`config.mk`:
```
export PLATFORM = sky130hd
export DESIGN_NAME = instr_fetch
export DESIGN_NICKNAME = d
export VERILOG_FILES = /design/src/rtl/instr_fetch.sv
export SDC_FILE = /design/constraint.sdc
export NUM_CORES = 1
export LEC_CHECK = 0
export ABC_AREA = 1
export ABC_CLOCK_PERIOD_IN_PS = 3500
export BUFFER_PORTS_ARGS = -buffer_cell sky130_fd_sc_hd__buf_4
export CELL_PAD_IN_SITES_DETAIL_PLACEMENT = 0
export CELL_PAD_IN_SITES_GLOBAL_PLACEMENT = 1
export CORE_ASPECT_RATIO = 1.5
export CORE_UTILIZATION = 38
export CTS_CLUSTER_SIZE = 12
export DETAILED_ROUTE_END_ITERATION = 10
export PLACE_DENSITY_LB_ADDON = 0.05
export SLEW_MARGIN = 0
export SYNTH_ARGS = -nofsm -noshare
export SYNTH_HDL_FRONTEND = slang
export SYNTH_SLANG_ARGS = --single-unit
```
`constraint.sdc`:
```
create_clock -name clk -period 3.5 [get_ports clk]
set_input_delay 0.7 -clock clk [delete_from_list [all_inputs] [get_ports clk]]
set_output_delay 0.7 -clock clk [all_outputs]
set_load 0.01 [all_outputs]
```
`src/rtl/instr_fetch.sv`:
```
// -----------------------------------------------------------------------------
// instr_fetch
//   Instruction fetch stage with an IF/ID pipeline register. Fetches one
//   16-bit word per cycle from a synchronous-read-free instruction memory
//   (addr is the PC, instr is valid before the next rising edge). The
//   per-edge priority is reset > branch_taken > stall > normal fetch.
//   Fetching a word whose opcode matches HLT_OPCODE parks the stage in HALTED.
//   Only a branch (wrong-path halt cancel) or a reset leaves HALTED.
//
// Parameters
//   RESET_VECTOR   : PC value loaded on reset
//   HLT_OPCODE     : instr[15:12] value that halts fetch
//
// Ports
//   clk            in   rising-edge clock
//   rst            in   synchronous active-high reset
//   instr          in   word returned by instruction memory for addr
//   stall          in   downstream not ready; hold PC and IF/ID
//   branch_taken   in   redirect to branch_target and flush IF/ID
//   branch_target  in   redirect word address
//   addr           out  instruction memory word address (the PC)
//   rd_en          out  instruction memory read enable
//   if_id_instr    out  registered fetched instruction
//   if_id_pc_plus1 out  registered address of fetched instruction + 1
//   if_id_valid    out  IF/ID holds a real instruction
//   halted         out  high while in HALTED state
//   fetch_cnt      out  saturating count of instructions captured into IF/ID
// -----------------------------------------------------------------------------
module instr_fetch #(
    parameter logic [15:0] RESET_VECTOR = 16'h0000,
    parameter logic [3:0]  HLT_OPCODE   = 4'hF
) (
    input  logic        clk,
    input  logic        rst,
    input  logic [15:0] instr,
    input  logic        stall,
    input  logic        branch_taken,
    input  logic [15:0] branch_target,
    output logic [15:0] addr,
    output logic        rd_en,
    output logic [15:0] if_id_instr,
    output logic [15:0] if_id_pc_plus1,
    output logic        if_id_valid,
    output logic        halted,
    output logic [15:0] fetch_cnt
);

    typedef enum logic [0:0] {
        FETCH  = 1'b0,
        HALTED = 1'b1
    } state_t;

    state_t      state_r, state_nxt_s;
    logic [15:0] pc_r, pc_nxt_s;
    logic [15:0] instr_r, instr_nxt_s;
    logic [15:0] pcp1_r, pcp1_nxt_s;
    logic        valid_r, valid_nxt_s;
    logic [15:0] cnt_r, cnt_nxt_s;
    logic [15:0] pc_plus1_s;

    // PC+1 wraps naturally modulo 2^16
    assign pc_plus1_s = pc_r + 16'h0001;

    // Next-state and next-register computation in priority order
    always_comb begin
        state_nxt_s = state_r;
        pc_nxt_s    = pc_r;
        instr_nxt_s = instr_r;
        pcp1_nxt_s  = pcp1_r;
        valid_nxt_s = valid_r;
        cnt_nxt_s   = cnt_r;
        if (branch_taken) begin
            // Redirect overrides stall; pc_plus1 and count are left alone
            pc_nxt_s    = branch_target;
            instr_nxt_s = 16'h0000;
            valid_nxt_s = 1'b0;
            state_nxt_s = FETCH;
        end else if (stall) begin
            state_nxt_s = state_r;
        end else begin
            case (state_r)
                FETCH: begin
                    instr_nxt_s = instr;
                    pcp1_nxt_s  = pc_plus1_s;
                    valid_nxt_s = 1'b1;
                    if (cnt_r != 16'hFFFF) begin
                        cnt_nxt_s = cnt_r + 16'h0001;
                    end else begin
                        cnt_nxt_s = cnt_r;
                    end
                    // A halt holds the PC on the HLT word itself
                    if (instr[15:12] == HLT_OPCODE) begin
                        state_nxt_s = HALTED;
                    end else begin
                        pc_nxt_s = pc_plus1_s;
                    end
                end
                HALTED: begin
                    valid_nxt_s = 1'b0;
                end
                default: begin
                    state_nxt_s = FETCH;
                end
            endcase
        end
    end

    // State and pipeline registers with synchronous reset
    always_ff @(posedge clk) begin
        if (rst) begin
            state_r <= FETCH;
            pc_r    <= RESET_VECTOR;
            instr_r <= 16'h0000;
            pcp1_r  <= 16'h0000;
            valid_r <= 1'b0;
            cnt_r   <= 16'h0000;
        end else begin
            state_r <= state_nxt_s;
            pc_r    <= pc_nxt_s;
            instr_r <= instr_nxt_s;
            pcp1_r  <= pcp1_nxt_s;
            valid_r <= valid_nxt_s;
            cnt_r   <= cnt_nxt_s;
        end
    end

    assign addr           = pc_r;
    // rd_en drops combinationally with rst so no read is issued during reset
    assign rd_en          = (state_r == FETCH) && !rst;
    assign if_id_instr    = instr_r;
    assign if_id_pc_plus1 = pcp1_r;
    assign if_id_valid    = valid_r;
    assign halted         = (state_r == HALTED);
    assign fetch_cnt      = cnt_r;

endmodule

```
==> results of run 1 <==
## cell usage in the layout, fill, tap and decap left out
master	instances
nor2_4	5
a31oi_1	3
o21ai_0	42
inv_1	49
ha_1	2
xor2_1	10
clkbuf_1	1
a21oi_2	10
nand3_1	19
a21oi_1	14
clkbuf_8	3
dfxtp_1	66
clkinv_2	1
o21ai_1	1
buf_4	103
nand4_1	7
a211oi_1	2
nand2_2	8
bufinv_16	1
clkinv_1	1
clkbuf_16	9
nor2_1	98
o21ai_4	1
nand2_4	1
a21o_1	2
inv_2	2
nand2_1	124
o211ai_1	5
xnor2_1	4
## power breakdown
group / internal (W) / leakage [nW] / switching [W]
Combinational: 0.000102 / 1.33 / 0.000124
Clock: 0.000604 / 0.152 / 0.000317
Sequential: 0.000786 / 0.540 / 0.0000335
Total: 0.00149 / 2.02 / 0.000474
## worst max-delay path, cell delays in order
cell,delay [ns]
buf_4,0.13
nor2_4,0.34
nand2_2,0.24
inv_2,0.37
o21ai_4,0.25
o21ai_0,0.21
nor2_1,0.05
## layer usage
layer  wire length [µm]  part of all wire (%)  global-route usage, %
met5                  0                     0                      0
met1               3920                    42                   23.7
met4                243                   2.6                   10.2
met2               4810                    51                   39.2
met3                421                   4.5                   5.00
## cell families (layout without fill, tap and decap cells)
family	count (synthesis)	after routing	share of synthesized area, %
AO/OA/AOI/OAI	80	80	14.3
XOR/XNOR	14	14	3.70
adder cells (fa/ha/maj)	2	2	0.755
buffers and inverters	68	170	8.49
flip-flops	66	66	39.8
AND/OR/NAND/NOR	262	262	32.9
## through the flow
step,total power [W],std cells,instance area (µm²),setup slack (ns),util (%)
after detailed placement,0.00106,686,4140,1.06,49.2
after global placement,0.00106,686,4140,1.09,49.2
after CTS,0.00199,701,4440,1.41,52.8
after floorplan,0.000947,492,3320,1.34,-
after global routing,0.00205,701,4440,1.25,52.8
final,0.00197,701,4440,1.41,52.8
## worst paths after layout
kind | from | end | cells past startpoint
max | stall | fetch_cnt[1] | 7
min reg2reg | if_id_instr[6] | if_id_instr[6] | 2
max reg2reg | halted | fetch_cnt[1] | 6
min | if_id_instr[6] | if_id_instr[6] | 2
## area by class of cell
class                      instances  share of cell area [%]
timing repair buffer             103                    17.4
multi-input combinational        358                    38.6
clock buffer                      13                    6.08
tap                              107                    3.01
sequential                        66                    29.7
inverter                          52                    4.39
clock inverter                     2                   0.789
## flip-flops by register name (all words and copies together) (netlist names)
signal	flops
if_id_valid	1
if_id_instr	16
if_id_pc_plus1	16
fetch_cnt	16
addr	16
halted	1
==> flow_summary_export.csv, run 1 <==
group,metric,value,unit
routing,drt_first_pass_iters,4,
status,outcome,"complete, no violations",
sta,fmax,479,MHz
yosys,synthFlopType,"dfxtp_1",
yosys,ys_types,27,
yosys,synth_common_cells,"nand2_1, nor2_1, dfxtp_1",
clocking,clockBufferDepth,2,
setup_path,rrSetupSlack,1.57,ns
floorplan,row_count,41,
sta,rsz0062_at_grt,"false",
sta,tns,0,ns
setup_path,cp-end-kind,"flip-flop",
power,cellPowerDensity,443,nW/µm²
routing,drcViolationCount,0,
clocking,clock-root-buffer,"clkbuf_16",
placement,portBuffers,102,
yosys,synth_top_area_share,39.8,%
routing,drtIter0Drc,155,
layout,drive_gt1_share,24.2,%
sta,finalMaxSlewViolations,0,
layout,regArea,1320,µm²
sta,fin_worst_skew,0.00412,ns
placement,hpwlAfterDp,6920,µm
clocking,cts_buffers,9,
clocking,post_cts_buffers,0,
yosys,syn-cell-area,3320,µm²
grt,antenna_found_initial,0,
setup_path,cp_max_fo,25,
yosys,synth_area_leaders,"dfxtp_1, nand2_1, nor2_1",
setup_path,crit_required,3.72,ns
sta,finalSetupViolations,0,
routing,vias_per_cell,4.84,
routing,wl_per_cell,13.4,µm
yosys,synth_area_per_cell,6.74,µm²
setup_path,cp_data_arrival_time,2.31,ns
grt,overflow,0,
floorplan,die-area,9110,µm²
setup_path,path_class,"in -> reg",
sta,worst_pin_slew,0.845,ns
yosys,ys_ff_latch,66,
floorplan,die_h,116,µm
sta,period_share,59.6,%
grt,grt_max_degree,38,
layout,multi_input_area,1710,µm²
sta,hold_viol_final,0,
grt,track_usage,21.6,%
job,maxCapViolCount,0,
clocking,clk_pin_slew,0.05,ns
clocking,cts_tree,"built",
sta,worst_hold_slack,0.462,ns
routing,vias,3390,
power,vdd_drop_max,0.000256,V
yosys,synth_cells,492,
sta,min_period,2.09,ns
clocking,cts_max_level,3,
setup_path,worstSetupStartpointType,"primary input",
layout,antennaDiodeCount,0,
floorplan,die_w,78.3,µm
layout,fin_nets,628,
clocking,clock-sinks,66,
routing,antenna_left,0,
layout,syn_to_final_growth,34.0,%
placement,place.gp.congestion,0.813,
yosys,synth_edf_count,0,
layout,nFillCells,891,
yosys,synthArstFlopShare,0,%
yosys,synth_warnings,0,
routing,finalWirelength,9390,µm
floorplan,start_util,39.4,%
floorplan,core,8410,µm²
yosys,yosysSeqAreaShare,39.8,%
sta,relSlewSlack,43.5,%
grt,grt_pass1_wl,15000,µm
grt,grt_pass1_vias,3145,
power,p_leak,2.02,nW
floorplan,ioPinCount,103,
yosys,synth_fp_nets,530,
yosys,yosysTopAreaCell,"dfxtp_1",
yosys,synth.most_common_cell,"nand2_1",
clocking,clk_latency,0.33,ns
clocking,cts_hold_buf,0,
clocking,cts_resized,0,
min_path,hold_path.class,"reg -> reg",
(Power assumes the default switching activity.)
==> inputs of run 2 (changes only) <==
--- a/config.mk
+++ b/config.mk
@@ -6,12 +6,12 @@
 export NUM_CORES = 1
 export LEC_CHECK = 0
 export ABC_AREA = 1
-export ABC_CLOCK_PERIOD_IN_PS = 3500
+export ABC_CLOCK_PERIOD_IN_PS = 1900
 export BUFFER_PORTS_ARGS = -buffer_cell sky130_fd_sc_hd__buf_4
 export CELL_PAD_IN_SITES_DETAIL_PLACEMENT = 0
 export CELL_PAD_IN_SITES_GLOBAL_PLACEMENT = 1
 export CORE_ASPECT_RATIO = 1.5
-export CORE_UTILIZATION = 38
+export CORE_UTILIZATION = 32
 export CTS_CLUSTER_SIZE = 12
 export DETAILED_ROUTE_END_ITERATION = 10
 export PLACE_DENSITY_LB_ADDON = 0.05
==> constraint.sdc (replaced) <==
create_clock -name clk -period 1.9 [get_ports clk]
set_input_delay 0.38 -clock clk [delete_from_list [all_inputs] [get_ports clk]]
set_output_delay 0.38 -clock clk [all_outputs]
set_load 0.01 [all_outputs]
==> flow_summary_export.csv, run 2 (synthesis gave the netlist of run 1 again) <==
group,metric,value,unit
placement,portBuffers,102,
setup_path,path_cells,"ha_1 > inv_2 > nor2_4 > nand2_4 > o21ai_4 > buf_4 > nand2_1 > a21oi_2",
grt,grtUsageMet3,4.62,%
layout,layout_commonest_cell,"nand2_1",
grt,globalRouteMet2Util,34.2,%
clocking,clk_latency,0.33,ns
placement,place.gp.congestion,0.806,
sta,tns,0,ns
grt,grt.met1_usage,22.5,%
sta,min_period,1.70,ns
floorplan,ioPinCount,103,
clocking,cts_max_level,3,
layout,fin_nets,646,
setup_path,worstSetupStartpointType,"flip-flop",
setup_path,worst_path_max_delay_cell,"dfxtp_1",
setup_path,path_class,"reg -> reg",
routing,vias_per_cell,4.76,
sta,period_share,89.6,%
setup_path,cp-end-kind,"flip-flop",
setup_path,timing.rr.start,"fetch_cnt[1]",
grt,top_usage_layer,"met2",
sta,finalSetupViolations,0,
layout,finalNonFillerCells,728,
status,outcome,"complete, no violations",
clocking,cts_hold_buf,0,
floorplan,die-area,10800,µm²
routing,wl_per_cell,13.8,µm
setup_path,cp_max_fo,16,
floorplan,row_count,45,
setup_path,cpPeakStageDelay,0.38,ns
min_path,hold_path.class,"in -> reg",
min_path,min_from,"instr[5]",
sta,worst_hold_slack,0.272,ns
clocking,cts_buffers,9,
routing,finalWirelength,10000,µm
routing,antenna_left,0,
placement,hpwlAfterDp,7510,µm
layout,drive_gt1_share,26.5,%
floorplan,die_w,85.1,µm
clocking,clockBufferDepth,2,
grt,grt_pass1_vias,3260,
routing,drt_first_pass_iters,4,
floorplan,start_util,32.9,%
placement,place_inst,714,
grt,grt_max_degree,30,
sta,worst_pin_slew,0.475,ns
floorplan,die_h,127,µm
clocking,clock-root-buffer,"clkbuf_16",
grt,track_usage,19.5,%
sta,fin_worst_skew,0.00465,ns
clocking,clock-sinks,66,
routing,drtIter0Drc,106,
placement,placed_area,4280,µm²
clocking,post_cts_buffers,0,
sta,rsz0062_at_grt,"false",
layout,post-route-util,45.3,%
routing,drcViolationCount,0,
power,vdd_drop_max,0.000430,V
routing,vias,3468,
sta,hold_viol_final,0,
setup_path,startpoint,"fetch_cnt[1]",
layout,syn_to_final_growth,37.6,%
sta,fmax,588,MHz
setup_path,crit_required,2.16,ns
grt,antenna_found_initial,0,
clocking,clk_pin_slew,0.05,ns
floorplan,core,10100,µm²
grt,overflow,0,
grt,grt_pass1_wl,16200,µm
setup_path,path_buf_inv,2,
power,p_leak,2.10,nW
clocking,cts_tree,"built",
layout,antennaDiodeCount,0,
setup_path,cp_data_arrival_time,1.97,ns
clocking,cts_resized,0,
layout,layout_common_cells,"nand2_1, buf_4, nor2_1",
sta,finalMaxSlewViolations,0,
sta,relSlewSlack,68.1,%
job,maxCapViolCount,0,
setup_path,critical-path-top-delay-family,"flip-flops",
layout,fin_area,4560,µm²
power,cellPowerDensity,771,nW/µm²
run 2: metal layers:
layer / vias up / share of wire [%]
met2: 81 / 52
met1: 1592 / 41
met3: 18 / 5.0
met4: 0 / 1.9
li1: 1777 / -
met5: - / 0
run 2: where the power goes:
group / switching (W) / internal [W] / leakage, nW
clock network: 0.000603 / 0.000973 / 0.137
logic: 0.000238 / 0.000205 / 1.42
registers: 0.0000538 / 0.00145 / 0.540
run 2: worst register-to-register path, cell delays in order, from the launching register on:
cell and delay, ns:
dfxtp_1 0.38, ha_1 0.30, inv_2 0.07, nor2_4 0.18, nand2_4 0.09, o21ai_4 0.14, buf_4 0.25, nand2_1 0.09
a21oi_2 0.14
run 2: area by class of cell:
cell class	count	area [µm²]
Fill cell	1053	5520
Timing Repair Buffer	121	908
Clock buffer	12	267
Multi-Input combinational cell	358	1710
Inverter	52	195
Clock inverter	2	12.5
Tap cell	117	146
Sequential cell	66	1320
run 2: metrics by stage:
stage	setup slack [ns]	total power, W
floorplan	0.308	0.00174
global placement	0.248	0.00198
detailed placement	0.204	0.00198
CTS	0.183	0.00357
global route	0.0238	0.00369
finish	0.198	0.00352
run 2: path summary, 6_finish.rpt:
kind / end / cells past startpoint / slack (ns)
hold / removal: if_id_instr[5] / 3 / 0.27
hold reg to reg: if_id_valid / 2 / 0.46
setup / recovery: fetch_cnt[10] / 8 / 0.20
setup reg to reg: fetch_cnt[10] / 8 / 0.20
==> inputs of run 3 (changes only) <==
--- a/config.mk
+++ b/config.mk
@@ -5,14 +5,12 @@
 export SDC_FILE = /design/constraint.sdc
 export NUM_CORES = 1
 export LEC_CHECK = 0
-export ABC_AREA = 1
 export ABC_CLOCK_PERIOD_IN_PS = 1900
 export BUFFER_PORTS_ARGS = -buffer_cell sky130_fd_sc_hd__buf_4
 export CELL_PAD_IN_SITES_DETAIL_PLACEMENT = 0
 export CELL_PAD_IN_SITES_GLOBAL_PLACEMENT = 1
 export CORE_ASPECT_RATIO = 1.5
-export CORE_UTILIZATION = 32
-export CTS_CLUSTER_SIZE = 12
+export CORE_UTILIZATION = 33
 export DETAILED_ROUTE_END_ITERATION = 10
 export PLACE_DENSITY_LB_ADDON = 0.05
 export SLEW_MARGIN = 0
==> flow_summary_export.csv, run 3 <==
group,metric,value,unit
status,outcome,"complete, no violations",
clocking,cts_hold_buf,0,
grt,grt_max_degree,53,
placement,hpwlAfterDp,6490,µm
power,p_comb_share,12.8,%
sta,relSlewSlack,67.7,%
yosys,synth_cells,373,
power,power,0.00359,W
power,cellPowerDensity,816,nW/µm²
sta,finalSetupViolations,0,
floorplan,ioPinCount,103,
power,switching_share,24.3,%
grt,grt_pass1_vias,2921,
floorplan,die_w,80.9,µm
yosys,yosysTopAreaCell,"dfxtp_1",
floorplan,row_count,42,
power,p_clk_share,45.4,%
sta,period_share,89.8,%
yosys,synth_edf_count,0,
sta,rsz0062_at_grt,"false",
setup_path,cp_max_fo,6,
sta,hold_viol_final,0,
grt,track_usage,19.7,%
min_path,hold_path.class,"in -> reg",
floorplan,die-area,9730,µm²
clocking,clockBufferDepth,2,
clocking,clock-sinks,66,
floorplan,start_util,34.5,%
yosys,synthArstFlopShare,0,%
yosys,synth_warnings,0,
yosys,yosysSeqAreaShare,42.9,%
routing,antenna_left,0,
routing,drt_first_pass_iters,4,
setup_path,path_class,"reg -> reg",
yosys,synth_area_per_cell,8.26,µm²
yosys,syn-cell-area,3080,µm²
yosys,ys_types,41,
sta,tns,0,ns
clocking,clk_pin_slew,0.05,ns
routing,drtIter0Drc,145,
setup_path,rrSetupSlack,0.19,ns
min_path,min_path_cells,3,
clocking,cts_tree,"built",
power,p_leak,1.78,nW
routing,wl_per_cell,15.0,µm
power,vdd_drop_max,0.000467,V
power,p_sw,0.000871,W
routing,finalWirelength,9020,µm
routing,vias_per_cell,5.21,
sta,fmax,586,MHz
yosys,ys_ff_latch,66,
setup_path,cpPeakStageDelay,0.40,ns
power,pwr-share-seq,41.8,%
placement,place.gp.congestion,0.763,
setup_path,r2r_cells,4,
clocking,cts_buffers,9,
setup_path,path_cells,"and3_1 > nand4_1 > nor4_1 > mux2_2",
job,maxCapViolCount,0,
grt,overflow,0,
layout,drive_gt1_share,30.9,%
grt,grt_pass1_wl,14600,µm
yosys,synth.most_common_cell,"dfxtp_1",
sta,finalMaxSlewViolations,0,
floorplan,core,8930,µm²
yosys,synth_fp_nets,411,
clocking,clk_latency,0.33,ns
layout,nFillCells,924,
layout,layout_common_cells,"buf_4, dfxtp_1, nand2_1",
sta,fin_worst_skew,0.00751,ns
routing,vias,3134,
placement,portBuffers,102,
yosys,synth_common_cells,"dfxtp_1, nand2_1, nor2_1",
layout,fin_nets,526,
yosys,synth_area_leaders,"dfxtp_1, nand2_1, a21oi_1",
sta,min_period,1.71,ns
grt,antenna_found_initial,0,
clocking,cts_max_level,3,
sta,worst_pin_slew,0.484,ns
setup_path,cp_data_arrival_time,1.92,ns
setup_path,crit_required,2.12,ns
layout,syn_to_final_growth,42.7,%
clocking,clock-root-buffer,"clkbuf_16",
setup_path,cp-end-kind,"flip-flop",
yosys,synth_top_area_share,42.9,%
yosys,synthFlopType,"dfxtp_1",
setup_path,worstSetupStartpointType,"flip-flop",
floorplan,die_h,120,µm
power,intPower,0.00272,W
setup_path,worst_path_max_delay_cell,"dfxtp_1",
routing,drcViolationCount,0,
layout,layout_commonest_cell,"buf_4",
layout,antennaDiodeCount,0,
run 3: changes by cell type after synthesis, moves of 7 or more:
cell	delta
nor2_1	-57
nand4_1	+7
a21oi_1	+17
a21oi_2	-10
inv_1	-40
nand3_1	-10
a211oi_1	+16
nand2_2	-8
nand2_1	-79
a311oi_1	+10
o21ai_0	-26
or3_1	+20
run 3: metal layers:
layer  track usage [%]  wire, µm  vias up
met3              5.06       397        8
li1                  -         -     1590
met5                 0         0        -
met2              33.1      4640       72
met1              23.8      3870     1464
met4              6.81       107        0
run 3: worst paths after layout:
check                       start         endpoint
setup / recovery     fetch_cnt[2]    fetch_cnt[15]
hold / removal           instr[8]   if_id_instr[8]
setup reg to reg     fetch_cnt[2]    fetch_cnt[15]
hold reg to reg   if_id_instr[13]  if_id_instr[13]
run 3: critical path, delay by kind of cell (launching register included):
family,cells,cell delay (ns)
and+or+nand+nor,3,0.83
DFF,1,0.40
muxes,1,0.36
run 3: kinds of logic after synthesis:
| group | share of synthesized area (%) |
|---|---|
| muxes | 0.731 |
| AOI/OAI and AO/OA | 18.0 |
| buffers and inverters | 4.59 |
| and+or+nand+nor | 27.6 |
| xor gates and xnor gates | 5.40 |
| adders and majority gates | 0.812 |
| DFF | 42.9 |
run 3: cell type report:
class / count / area, µm² / area share (%)
well taps: 110 / 138 / 3.13
flip-flops and latches: 66 / 1320 / 30.1
clock buffers: 12 / 246 / 5.61
inverters: 9 / 33.8 / 0.768
repair buffers: 129 / 993 / 22.6
clock inverters: 3 / 40.0 / 0.911
multi-input cells: 273 / 1620 / 36.9
run 3: stage by stage:
step	util, %	cell area, µm²	std cells	hold WS (ns)	worst slack, ns
floorplan	-	3080	373	0.481	0.0898
CTS	49.1	4390	602	0.287	0.180
global placement	45.9	4100	587	0.443	0.0891
detailed placement	45.9	4100	587	0.448	0.0617
finish	49.2	4400	602	0.300	0.194
global route	49.2	4400	602	0.296	0.000189
run 3: what timing repair did:
action / CTS / global route
resized for setup: 0 / 1
setup endpoints to repair: 0 / 1
setup buffers: 0 / 0
run 3: power groups by stage:
stage | combinational [W] | clock [W] | sequential [W]
detailed placement | 0.000464 | 0 | 0.00153
floorplan | 0.000184 | 0 | 0.00155
global route | 0.000507 | 0.00173 | 0.00151
CTS | 0.000466 | 0.00167 | 0.00150
finish | 0.000459 | 0.00163 | 0.00150
global placement | 0.000461 | 0 | 0.00153
